## config.mk

```make
export PLATFORM = sky130hd
export DESIGN_NAME = irq_controller
export DESIGN_NICKNAME = d
export VERILOG_FILES = /design/src/rtl/irq_pkg.sv /design/src/rtl/irq_arbiter.sv /design/src/rtl/irq_controller.sv
export SDC_FILE = /design/constraint.sdc
export NUM_CORES = 1
export LEC_CHECK = 0
export BUFFER_PORTS_ARGS = -buffer_cell sky130_fd_sc_hd__buf_2
export CAP_MARGIN = 20
export CELL_PAD_IN_SITES_DETAIL_PLACEMENT = 1
export CELL_PAD_IN_SITES_GLOBAL_PLACEMENT = 2
export CORE_MARGIN = 2
export CORE_UTILIZATION = 25
export CTS_BUF_LIST = sky130_fd_sc_hd__clkbuf_4 sky130_fd_sc_hd__clkbuf_8
export DETAILED_ROUTE_END_ITERATION = 12
export HOLD_SLACK_MARGIN = 0.05
export PLACE_DENSITY = 0.77
export SLEW_MARGIN = 20
export SYNTH_ARGS = -nofsm -noshare
export SYNTH_HDL_FRONTEND = slang
export SYNTH_SLANG_ARGS = --single-unit
```

## constraint.sdc

```tcl
create_clock -name clk -period 1.3 [get_ports clk]
set_input_delay 0.325 -clock clk [delete_from_list [all_inputs] [get_ports clk]]
set_output_delay 0.325 -clock clk [all_outputs]
set_load 0.03 [all_outputs]
```

## src/rtl/irq_pkg.sv

```systemverilog
// Shared state type and default sizing for the interrupt controller.
package irq_pkg;

  localparam int NUM_IRQ_DEFAULT = 4;
  localparam int ID_W_DEFAULT    = 4;

  typedef enum logic [1:0] {
    IDLE    = 2'd0,
    REQ     = 2'd1,
    SERVICE = 2'd2
  } irq_state_t;

endpackage

```

## src/rtl/irq_arbiter.sv

```systemverilog
// Combinational winner selection over the eligible interrupt sources.
// IRQ_ROUND_ROBIN_EN selects round-robin from rr_ptr_i; otherwise the lowest index wins.
module irq_arbiter #(
  parameter int NUM_IRQ = 4,
  parameter int ID_W    = 4
) (
  input  logic [NUM_IRQ-1:0] eligible_i,
  input  logic [ID_W-1:0]    rr_ptr_i,
  output logic [ID_W-1:0]    winner_o,
  output logic               valid_o
);

`ifdef IRQ_ROUND_ROBIN_EN
  // The eligible source closest to rr_ptr_i, counting upward with wrap, wins.
  always_comb begin
    int best_dist;
    int dist;
    best_dist = NUM_IRQ;
    dist      = 0;
    winner_o  = '0;
    valid_o   = 1'b0;
    for (int i = 0; i < NUM_IRQ; i++) begin
      dist = (i + NUM_IRQ - int'(rr_ptr_i)) % NUM_IRQ;
      if (eligible_i[i] && (dist < best_dist)) begin
        best_dist = dist;
        winner_o  = ID_W'(i);
        valid_o   = 1'b1;
      end else begin
      end
    end
  end
`else
  logic unused_rr_s;
  assign unused_rr_s = ^rr_ptr_i;

  // Downward scan: the lowest eligible index is the last one written.
  always_comb begin
    winner_o = '0;
    valid_o  = 1'b0;
    for (int i = NUM_IRQ - 1; i >= 0; i--) begin
      if (eligible_i[i]) begin
        winner_o = ID_W'(i);
        valid_o  = 1'b1;
      end else begin
      end
    end
  end
`endif

endmodule

```

## src/rtl/irq_controller.sv

```systemverilog
// Interrupt controller: edge capture, pending/mask, single ExtIRQ handshake with ack pulses.
// Arbitration mode is chosen by IRQ_ROUND_ROBIN_EN inside irq_arbiter; ports and FSM are identical.
module irq_controller #(
  parameter int NUM_IRQ = irq_pkg::NUM_IRQ_DEFAULT,
  parameter int ID_W    = irq_pkg::ID_W_DEFAULT
) (
  input  logic               clk,
  input  logic               reset,
  input  logic [NUM_IRQ-1:0] irq_req,
  input  logic [NUM_IRQ-1:0] irq_mask,
  output logic               ExtIRQ,
  input  logic               ExtIAck,
  input  logic               ERet,
  output logic [NUM_IRQ-1:0] irq_ack,
  output logic [ID_W-1:0]    irq_id,
  output logic               busy
);
  import irq_pkg::*;

  irq_state_t         state_q, state_d;
  logic [NUM_IRQ-1:0] req_prev_q;
  logic [NUM_IRQ-1:0] pending_q, pending_d;
  logic [NUM_IRQ-1:0] ack_q, ack_d;
  logic [ID_W-1:0]    id_q, id_d;
  logic [ID_W-1:0]    rr_ptr_q, rr_ptr_d;
  logic               ext_irq_q;
  logic               busy_q;
  logic [NUM_IRQ-1:0] edge_s;
  logic [NUM_IRQ-1:0] eligible_s;
  logic [ID_W-1:0]    win_id_s;
  logic               win_valid_s;

  assign edge_s     = irq_req & ~req_prev_q;
  assign eligible_s = pending_q & irq_mask;

  irq_arbiter #(
    .NUM_IRQ (NUM_IRQ),
    .ID_W    (ID_W)
  ) u_arbiter (
    .eligible_i (eligible_s),
    .rr_ptr_i   (rr_ptr_q),
    .winner_o   (win_id_s),
    .valid_o    (win_valid_s)
  );

  // Handshake FSM plus pending update; a fresh edge beats the ack clear.
  always_comb begin
    state_d  = state_q;
    id_d     = id_q;
    rr_ptr_d = rr_ptr_q;
    ack_d    = '0;
    case (state_q)
      IDLE: begin
        if (win_valid_s) begin
          state_d = REQ;
          id_d    = win_id_s;
        end else begin
        end
      end
      REQ: begin
        if (ExtIAck) begin
          state_d  = SERVICE;
          ack_d    = NUM_IRQ'(1) << id_q;
          rr_ptr_d = (id_q == ID_W'(NUM_IRQ - 1)) ? '0 : id_q + ID_W'(1);
        end else begin
        end
      end
      SERVICE: begin
        if (ERet) begin
          state_d = IDLE;
        end else begin
        end
      end
      default: begin
        state_d = IDLE;
      end
    endcase
    pending_d = (pending_q & ~ack_d) | edge_s;
  end

  // Lines already high during reset are not treated as new edges afterwards.
  always_ff @(posedge clk) begin
    if (!reset) begin
      state_q    <= IDLE;
      req_prev_q <= irq_req;
      pending_q  <= '0;
      ack_q      <= '0;
      id_q       <= '0;
      rr_ptr_q   <= '0;
      ext_irq_q  <= 1'b0;
      busy_q     <= 1'b0;
    end else begin
      state_q    <= state_d;
      req_prev_q <= irq_req;
      pending_q  <= pending_d;
      ack_q      <= ack_d;
      id_q       <= id_d;
      rr_ptr_q   <= rr_ptr_d;
      ext_irq_q  <= (state_d == REQ);
      busy_q     <= (state_d != IDLE);
    end
  end

  assign ExtIRQ  = ext_irq_q;
  assign irq_ack = ack_q;
  assign irq_id  = id_q;
  assign busy    = busy_q;

endmodule

```

### Yosys cells after proc, flatten, opt, wreduce, memory -nomap -nowiden

Cells that the tools add are included.
Widths: inputs -> output; s select.

| word-level totals | value |
|---|---|
| bits in registers | 20 |
| input port bits | 12 |
| output and inout bits | 10 |

| operators by class | value |
|---|---|
| equality and inequality tests | 3 |
| shifts and indexed selects | 1 |
| multiplexer cells | 14 |
| bitwise logic cells | 6 |
| reduce and logical (&&, ||, !) cells | 3 |

Operator list:

| cell | number |
|---|---|
| $mux 2 | 7 |
| $and 4x4->4 | 3 |
| $mux 4 | 2 |
| $not 4->4 | 2 |
| $pmux 2 s3 | 1 |
| $eq 2x1->1 const B | 2 |
| $mux 1 | 4 |
| $or 4x4->4 | 1 |
| $shl 1x4->4 const A | 1 |
| $eq 2x2->1 const B | 1 |
| $logic_not 2->1 | 1 |
| $reduce_and 2->1 | 1 |
| $reduce_bool 2->1 | 1 |

### Depth between registers and ports, before layout

Gate-level depths: netlist of run 1.

| logic depth | value |
|---|---|
| depth in word-level cells | 8 |
| mapped depth | 3 |

### Hierarchy

Synthesis of run 1 repeated with hierarchy kept, for this count alone.

| second synthesis, totals | value |
|---|---|
| cell total of the unflattened synthesis | 100 |
| area total of the unflattened synthesis | 965.9 um^2 |

Modules (own cells, without submodules):

| module | times used | cells each | area an instance (um^2) | seq. area each (um^2) |
|---|---|---|---|---|
| irq_controller | 1 | 90 | 912.1 | 480.5 |
| irq_arbiter | 1 | 10 | 53.8 | 0.0 |

### Worst setup path after synthesis of run 1

No wires, ideal clock.

| timing path | value |
|---|---|
| path type | flip-flop to flip-flop |
| start point | register id_q[1], in the netlist irq_id[1] |
| end point | register pending_q[2] |
| setup time | 127 ps |
| data arrival time | 1012 ps |
| slack | 161 ps |
| stages on the path, launching flop included | 4 |
| cell sequence | dfxtp_1 -> inv_1 -> o31ai_1 -> a21boi_0 |

| between the ends | value |
|---|---|
| longest elaborated chain between the ends | 6 |

Ends and longest elaborated chain:

| item | line | source |
|---|---|---|
| start: declaration | irq_controller.sv:24 | `logic [ID_W-1:0] id_q, id_d;` |
| start signal: assignment | irq_controller.sv:97 | `id_q <= id_d;` |
| $shl 1x4->4 | irq_controller.sv:63 | `ack_d = NUM_IRQ'(1) << id_q;` |
| $mux 4 | irq_controller.sv:61 | `if (ExtIAck) begin` |
| $mux 4 | irq_controller.sv:52 | `case (state_q)` |
| $not 4->4 | irq_controller.sv:78 | `pending_d = (pending_q & ~ack_d) \| edge_s;` |
| $and 4x4->4 | irq_controller.sv:78 |  |
| $or 4x4->4 | irq_controller.sv:78 |  |
| end signal: assignment | irq_controller.sv:95 | `pending_q <= pending_d;` |
| end: declaration | irq_controller.sv:22 | `logic [NUM_IRQ-1:0] pending_q, pending_d;` |

Every way passes these cells.
A chain may end at the register's enable or synchronous reset.

### Worst setup path after layout of run 1

| timing path | value |
|---|---|
| start point | register id_q[1], in the netlist irq_id[1] |
| end point | output port irq_id[1] |

RTL lines:

| item | line | source |
|---|---|---|
| end: declaration | irq_controller.sv:15 | `output logic [ID_W-1:0] irq_id,` |

No word-level cell between the ends.

==> results of run 1 <==
[where the power goes]
group / switching [mW] / total [mW] / internal [mW] / leakage, nW
clock: 0.170 / 0.279 / 0.108 / 0.0138
combinational: 0.0932 / 0.164 / 0.0712 / 0.183
sequential: 0.0275 / 0.614 / 0.587 / 0.150
total: 0.291 / 1.06 / 0.766 / 0.346
[layout make-up]
type / instances / area, sq um / share of cell area [%]
Inverter: 2 / 7.51 / 0.916
Tap cell: 30 / 37.5 / 4.58
Sequential cell: 18 / 365 / 44.6
Timing Repair Buffer: 19 / 100 / 12.2
Clock buffer: 3 / 22.5 / 2.75
Multi-Input combinational cell: 43 / 287 / 35.0
[metal layers]
metal | global-route usage, % | up-vias | share of wire [%]
li1 | - | 267 | -
met1 | 11.4 | 244 | 45
met2 | 18.2 | 16 | 48
met3 | 4.65 | 2 | 6.1
met4 | 4.18 | 0 | 0.90
met5 | 0 | - | 0
[logic make-up after synthesis]
kind of cell | Yosys count
AO/OA/AOI/OAI | 19
flip-flops | 18
other | 1
AND/OR/NAND/NOR | 22
buffers and inverters | 5
[registers in the layout (all words and copies together), names as in the netlist]
| signal | count |
|---|---|
| pending_q | 4 |
| state_q | 2 |
| ExtIRQ | 1 |
| req_prev_q | 4 |
| busy | 1 |
| irq_ack | 4 |
| irq_id | 2 |
[layout by cell type (no fill, tap or decap)]
cell type	n
nor3b_1	1
a21oi_1	1
and3b_2	1
nand2_1	5
a32o_1	1
o21ai_0	3
nand2b_1	4
a211oi_1	1
nor3_1	4
a21o_2	1
conb_1	2
or2_4	1
o21a_1	3
a21boi_0	4
o211a_1	1
buf_2	17
dfxtp_2	1
nor2_1	1
nand3b_1	1
inv_1	2
nor2b_1	2
o31a_2	1
clkbuf_4	5
nand4b_1	1
and3_1	1
a41oi_2	1
dfxtp_4	1
o31ai_1	2
dfxtp_1	16
[cell usage after synthesis, drive strengths merged]
cell	instances
nand2b	4
and3b	1
a32o	1
clkbuf	1
a211oi	1
nor2	1
dfxtp	18
o31ai	2
a41oi	1
a21oi	1
o31a	1
o211a	1
and3	1
or2	1
nor2b	2
a21boi	4
nor3	4
nand4b	1
nand3b	1
buf	2
a21o	1
o21ai	3
inv	2
nand2	5
conb	1
nor3b	1
o21a	3
[how the worst max path moves through the flow]
stage | start | endpoint | slack, ps | depth (start not counted)
floorplan | irq_id[1]$_SDFFE_PN0P_ | pending_q[2]$_SDFF_PN0_ | 160 | 3
global placement | irq_mask[1] | busy$_SDFF_PN0_ | 140 | 4
detailed placement | irq_mask[1] | busy$_SDFF_PN0_ | 120 | 4
CTS | irq_id[1]$_SDFFE_PN0P_ | irq_id[1] | 30 | 1
global route | irq_id[1]$_SDFFE_PN0P_ | irq_id[1] | 4 | 1
finish | irq_id[1]$_SDFFE_PN0P_ | irq_id[1] | 60 | 1
[per-stage QoR]
step / util (%) / power (mW) / hold slack (ps) / worst slack (ps)
after floorplan: - / 0.739 / 353 / 161
after global placement: 31.5 / 0.788 / 442 / 142
after detailed placement: 31.5 / 0.791 / 445 / 124
after CTS: 32.5 / 1.07 / 130 / 33.0
after global routing: 32.8 / 1.13 / 116 / 4.03
final: 32.8 / 1.06 / 134 / 62.2
==> flow_summary.json, run 1 <==
{
  "status": "completed",
  "rsz0062_at_grt": "false",
  "final-hold-violation-count": 0,
  "grt_pass1_wl_mm": 2.50,
  "cts_tree": "yes",
  "hold_class": "in2reg",
  "drt_iter0_drc": 3,
  "synth.largest_area_cell": "dfxtp_1",
  "netlist_area_sq_um": 669,
  "setup_violations": 0,
  "htree_levels": 1,
  "dp_cells": 112,
  "clk_latency_ps": 300,
  "p_leak_nw": 0.346,
  "overflow": 0,
  "area_delta_synth_final_pct": 22.4,
  "cts.sinks": 18,
  "crit_buf_inv": 1,
  "io_buffers": 19,
  "regToRegStartpoint": "state_q[0]$_SDFF_PN0_",
  "final_cells": 115,
  "die_h_microns": 55.7,
  "worstHoldPathCells": 1,
  "die_area_sq_mm": 0.00311,
  "gp_congestion": 0.687,
  "period_needed_ps": 1240,
  "synth_fa_ha_area_share_pct": 0,
  "crit_type": "reg2out",
  "synth.area.mux_share_pct": 0,
  "synth-simple-area-share_pct": 19.3,
  "r2r-end": "busy$_SDFF_PN0_",
  "synth_top_family_by_area": "compound AO/OA/AOI/OAI gates",
  "crit_chain": "clkbuf_4",
  "ioPinCount": 22,
  "post_dp_cell_area_sq_um": 787,
  "syn_inst": 65,
  "max_freq_mhz": 808,
  "via_per_inst": 4.60,
  "drc": 0,
  "fillers": 299,
  "holdBufCountCts": 0,
  "start_util_pct": 26.8,
  "slew_violations": 0,
  "ir_drop_v": 0.000629,
  "synth.avg_cell_area_sq_um": 10.3,
  "crit_path_start_kind": "register",
  "firstDrtPassIters": 4,
  "post_cts_resize_count": 2,
  "grt_max_degree": 12,
  "ys_warn_count": 0,
  "crit_arrival_ps": 910,
  "ys_ff_latch": 18,
  "root_buffer": "clkbuf_4",
  "antenna_found_initial": 0,
  "synth_top_area_share_pct": 53.8,
  "wl_mm": 1.45,
  "setup-tns-final_ps": 0,
  "crit_family": "flip-flops",
  "fin_skew_ps": 2.77,
  "fin_area_sq_um": 820,
  "cts_buffers": 3,
  "synthXorXnorAreaFrac_pct": 0,
  "rows": 18,
  "cp.required_ps": 980,
  "insertedDiodeCount": 0,
  "synth_compound_area_share_pct": 22.4,
  "vias": 529,
  "period_share_pct": 95.2,
  "dpl.hpwl_mm": 1.13,
  "hold_end": "req_prev_q[2]$_DFF_P_",
  "cap_viol_max_count": 0,
  "rrSetupSlack_ps": 210,
  "endpoint_kind": "primary output",
  "clkTransAtPathRegs_ps": 100,
  "power_per_cell_area_mw_per_mm2": 1290,
  "ant_nets": 0,
  "hp-start": "irq_req[2]",
  "yosysSeqAreaShare_pct": 53.8,
  "clock_path_buffers": 2,
  "worstPathMaxFanout": 7,
  "wl_per_cell_microns": 12.6,
  "max_stage_delay_ps": 410,
  "ff2ff_path_depth": 3,
  "drive_gt1_share_pct": 34.1,
  "grt_pass1_vias": 541,
  "grtUsageTotal_pct": 10.6,
  "postCtsSetupBuffers": 0,
  "synthTopCellsByArea": "dfxtp_1 54%, a21boi_0 4.5%, nand2b_1 3.7%",
  "nNetsFinal": 99,
  "crit_slowest_cell": "dfxtp_2",
  "die_x_microns": 55.7,
  "core-area_sq_mm": 0.00250,
  "synth_cell_types": 27
}
Note: power is estimated with default switching activity, not from simulation.
==> run 2, diff against run 1 <==
SETUP_SLACK_MARGIN = 0.15   (was default)
==> run 2 against run 1 <==
Die area is the same. Combinational power grew 17%. Maximum frequency grew 11%. Cell area grew 5.6%. Utilization grew 1.9 points. Non-clock buffer count grew 2. Worst setup slack gained 130 ps. Sequential power shrank 0.8%. First-iteration DRC count is the same. Final cell count grew 1.7%. Critical endpoint unchanged. Largest cell class unchanged.
==> flow_summary.json, run 2 (synthesized netlist as in run 1, its figures left out) <==
{
  "layout_commonest_cell": "dfxtp_1",
  "antenna_found_initial": 0,
  "grt_pass1_wl_mm": 2.59,
  "max_stage_delay_ps": 360,
  "cp.required_ps": 980,
  "die_area_sq_mm": 0.00311,
  "dpl.hpwl_mm": 1.13,
  "grt_max_degree": 12,
  "start_util_pct": 26.8,
  "ant_nets": 0,
  "via_per_inst": 4.62,
  "cts.sinks": 18,
  "gp_congestion": 0.687,
  "p_leak_nw": 0.361,
  "endpoint_kind": "primary output",
  "htree_levels": 1,
  "final_cell_mix": "15 x dfxtp_1, 11 x buf_2, 8 x buf_4",
  "crit_family": "flip-flops",
  "firstDrtPassIters": 3,
  "setup-tns-final_ps": 0,
  "drt_iter0_drc": 3,
  "period_needed_ps": 1110,
  "nNetsFinal": 101,
  "crit_path_start_kind": "register",
  "insertedDiodeCount": 0,
  "clock_path_buffers": 2,
  "power_per_cell_area_mw_per_mm2": 1240,
  "worstPathMaxFanout": 2,
  "grtUsageTotal_pct": 11.0,
  "hold_class": "in2reg",
  "core-area_sq_mm": 0.00250,
  "clk_latency_ps": 300,
  "die_x_microns": 55.7,
  "finish.utilization_pct": 34.6,
  "period_share_pct": 85.4,
  "ir_drop_v": 0.000642,
  "clkTransAtPathRegs_ps": 100,
  "cts_buffers": 3,
  "area_delta_synth_final_pct": 29.3,
  "drive_gt1_share_pct": 37.9,
  "slew_violations": 0,
  "die_h_microns": 55.7,
  "final-hold-violation-count": 0,
  "io_buffers": 19,
  "grt_pass1_vias": 562,
  "wl_per_cell_microns": 12.8,
  "overflow": 0,
  "rsz0062_at_grt": "true",
  "setup_violations": 0,
  "fin_skew_ps": 1.84,
  "crit_slowest_cell": "dfxtp_4",
  "crit_arrival_ps": 790,
  "cts_tree": "yes",
  "cap_viol_max_count": 0,
  "rows": 18,
  "ioPinCount": 22,
  "max_freq_mhz": 901,
  "status": "completed",
  "crit_buf_inv": 1,
  "vias": 540,
  "root_buffer": "clkbuf_4",
  "crit_chain": "buf_6",
  "drc": 0,
  "crit_type": "reg2out",
  "wl_mm": 1.49
}
## run 2: worst register-to-register path: stages, from the launching register on
cell	delay, ps
dfxtp_4	360
buf_4	140
inv_1	100
o31ai_2	250
a21boi_0	120
## run 2: power by group
part / switching [mW] / leakage, nW / internal (mW)
logic: 0.104 / 0.197 / 0.0872
clock network: 0.168 / 0.0138 / 0.108
registers: 0.0223 / 0.150 / 0.587
total: 0.295 / 0.361 / 0.782
## run 2: per-layer routing
metal  GRT usage, %  wire length (microns)  up-vias
met2           18.7                    719       16
met3           4.65                     83        2
met1           12.1                    677      251
li1               -                      -      271
met5              0                      0        -
met4           4.18                     13        0
## run 2: final cells by class
| class | count | area (sq um) |
|---|---|---|
| Tap cell | 30 | 37.5 |
| Multi-Input combinational cell | 43 | 292 |
| Inverter | 2 | 7.51 |
| Fill cell | 293 | 1630 |
| Timing Repair Buffer | 21 | 138 |
| Sequential cell | 18 | 369 |
| Clock buffer | 3 | 22.5 |
## run 2: repair_timing
| item | 4_1_cts | 5_1_grt |
|---|---|---|
| setup endpoints to repair | 2 | 10 |
| buffers inserted | 2 | 0 |
| endpoints found under the hold margin | 0 | 0 |
| gates resized for setup | 7 | 15 |
| hold buffers | 0 | 0 |
| gates cloned | 0 | 0 |
## run 2: through the flow
| stage | area [sq um] | std cells | setup slack (ps) | hold WS, ps | total power, mW |
|---|---|---|---|---|---|
| 6_report | 866 | 117 | 190 | 136 | 1.08 |
| 5_1_grt | 866 | 117 | 128 | 116 | 1.15 |
| 4_1_cts | 841 | 117 | 156 | 130 | 1.08 |
| 3_5_place_dp | 787 | 112 | 124 | 445 | 0.791 |
| 3_3_place_gp | 787 | 112 | 142 | 442 | 0.788 |
| 2_1_floorplan | 673 | 66 | 161 | 353 | 0.739 |
## run 2: worst paths after layout
kind	startpoint	to	slack [ps]	cells after the start
max reg2reg	irq_id[1]$_SDFFE_PN0P_	pending_q[2]$_SDFF_PN0_	220	4
max	irq_id[1]$_SDFFE_PN0P_	irq_id[1]	190	1
min	irq_req[2]	req_prev_q[2]$_DFF_P_	140	1
min reg2reg	pending_q[3]$_SDFF_PN0_	pending_q[3]$_SDFF_PN0_	500	2
==> run 3, diff against run 2 <==
CELL_PAD_IN_SITES_DETAIL_PLACEMENT = default   (was 1)
CELL_PAD_IN_SITES_GLOBAL_PLACEMENT = default   (was 2)
PLACE_DENSITY = 0.55   (was 0.77)
clock period = 1.4 ns   (was 1.3 ns; I/O delays follow)
==> run 3 against run 2 <==
Total power is 10% lower. Wire length fell by 12%. Utilization down 1.8 points. Clock skew up 7.1 ps. Critical path type unchanged. Cell area down 5.1%. Worst setup slack better by 12 ps. Critical endpoint is now irq_id[0]. First-iteration DRC count grew to 2.7 times the previous value. Hold slack gained 34 ps. Sequential power decreased by 6.2%.
==> flow_summary.json, run 3 (synthesized netlist as in run 1, its figures left out) <==
{
  "status": "completed",
  "ant_nets": 0,
  "clock_path_buffers": 2,
  "period_needed_ps": 1200,
  "clkTransAtPathRegs_ps": 100,
  "dpl.hpwl_mm": 1.01,
  "ir_drop_v": 0.000539,
  "max_freq_mhz": 834,
  "period_share_pct": 85.6,
  "final-hold-violation-count": 0,
  "die_h_microns": 55.7,
  "crit_path_start_kind": "register",
  "max_stage_delay_ps": 400,
  "core-area_sq_mm": 0.00250,
  "drive_gt1_share_pct": 34.1,
  "crit_type": "reg2out",
  "area_delta_synth_final_pct": 22.8,
  "cts.sinks": 18,
  "crit_buf_inv": 1,
  "via_per_inst": 4.50,
  "regArea_sq_um": 368,
  "hold_class": "in2reg",
  "dp_cells": 112,
  "ioPinCount": 22,
  "drt_iter0_drc": 8,
  "clk_latency_ps": 290,
  "worstPathMaxFanout": 8,
  "regToRegStartpoint": "state_q[0]$_SDFF_PN0_",
  "rrSetupSlack_ps": 280,
  "grt_max_degree": 12,
  "hold_end": "req_prev_q[0]$_DFF_P_",
  "finalPower_uw": 968,
  "layout_commonest_cell": "buf_2",
  "firstDrtPassIters": 2,
  "cp.required_ps": 1050,
  "insertedDiodeCount": 0,
  "grtUsageTotal_pct": 8.57,
  "overflow": 0,
  "final_cells": 115,
  "cts_tree": "yes",
  "holdBufCountCts": 0,
  "wl_per_cell_microns": 11.4,
  "hp-start": "irq_req[0]",
  "power_per_cell_area_mw_per_mm2": 1180,
  "multi_input_area_sq_um": 287,
  "grt_pass1_wl_mm": 2.09,
  "rows": 18,
  "root_buffer": "clkbuf_4",
  "slew_violations": 0,
  "die_area_sq_mm": 0.00311,
  "setup_violations": 0,
  "endpoint_kind": "primary output",
  "io_buffers": 19,
  "final_cell_mix": "17 x buf_2, 16 x dfxtp_1, 5 x nand2_1",
  "grt_pass1_vias": 483,
  "fillers": 269,
  "cts_buffers": 3,
  "drc": 0,
  "crit_slowest_cell": "dfxtp_4",
  "antenna_found_initial": 0,
  "p_leak_nw": 0.348,
  "fin_skew_ps": 8.96,
  "postCtsSetupBuffers": 0,
  "worstHoldPathCells": 1,
  "gp_congestion": 0.780,
  "post_cts_resize_count": 4,
  "r2r-end": "busy$_SDFF_PN0_",
  "nNetsFinal": 99,
  "ff2ff_path_depth": 3,
  "setup-tns-final_ps": 0,
  "crit_chain": "buf_4",
  "cap_viol_max_count": 0,
  "holdWs_ps": 170,
  "wl_mm": 1.32,
  "crit_family": "flip-flops",
  "vias": 518,
  "crit_arrival_ps": 850,
  "start_util_pct": 26.8,
  "die_x_microns": 55.7,
  "rsz0062_at_grt": "false",
  "htree_levels": 1
}
run 3: worst max-delay path by stage:
| stage | slack [ps] | start | endpoint | depth (start not counted) |
|---|---|---|---|---|
| floorplan | 260 | irq_id[1]$_SDFFE_PN0P_ | pending_q[2]$_SDFF_PN0_ | 3 |
| global placement | 220 | irq_mask[1] | busy$_SDFF_PN0_ | 4 |
| detailed placement | 210 | irq_mask[1] | busy$_SDFF_PN0_ | 4 |
| CTS | 150 | irq_id[0]$_SDFFE_PN0P_ | irq_id[0] | 1 |
| global route | 160 | irq_id[0]$_SDFFE_PN0P_ | irq_id[0] | 1 |
| finish | 200 | irq_id[0]$_SDFFE_PN0P_ | irq_id[0] | 1 |
run 3: layer usage:
| metal | part of all wire (%) | vias up | routed length [microns] | GRT usage (%) |
|---|---|---|---|---|
| met4 | 1.7 | 0 | 22 | 6.27 |
| met5 | 0 | - | 0 | 0 |
| met2 | 45 | 13 | 592 | 13.8 |
| li1 | - | 267 | - | - |
| met3 | 5.2 | 2 | 68 | 1.63 |
| met1 | 48 | 236 | 633 | 10.1 |
run 3: metrics by stage:
| stage | setup slack [ps] | utilization, % | instance area [sq um] |
|---|---|---|---|
| 2_1_floorplan | 261 | - | 673 |
| 3_3_place_gp | 224 | 31.5 | 787 |
| 3_5_place_dp | 211 | 31.5 | 787 |
| 4_1_cts | 152 | 32.7 | 817 |
| 5_1_grt | 163 | 32.9 | 822 |
| 6_report | 201 | 32.9 | 822 |
run 3: power breakdown:
part	internal (mW)	total, mW	switching, mW
clock	0.0999	0.245	0.145
combinational	0.0666	0.152	0.0850
sequential	0.544	0.571	0.0265
total	0.711	0.968	0.257
run 3: cell type report:
| class | instances | share of cell area [%] |
|---|---|---|
| sequential | 18 | 44.7 |
| timing repair buffer | 19 | 12.2 |
| tap | 30 | 4.57 |
| multi-input combinational | 43 | 34.9 |
| inverter | 2 | 0.913 |
| clock buffer | 3 | 2.74 |
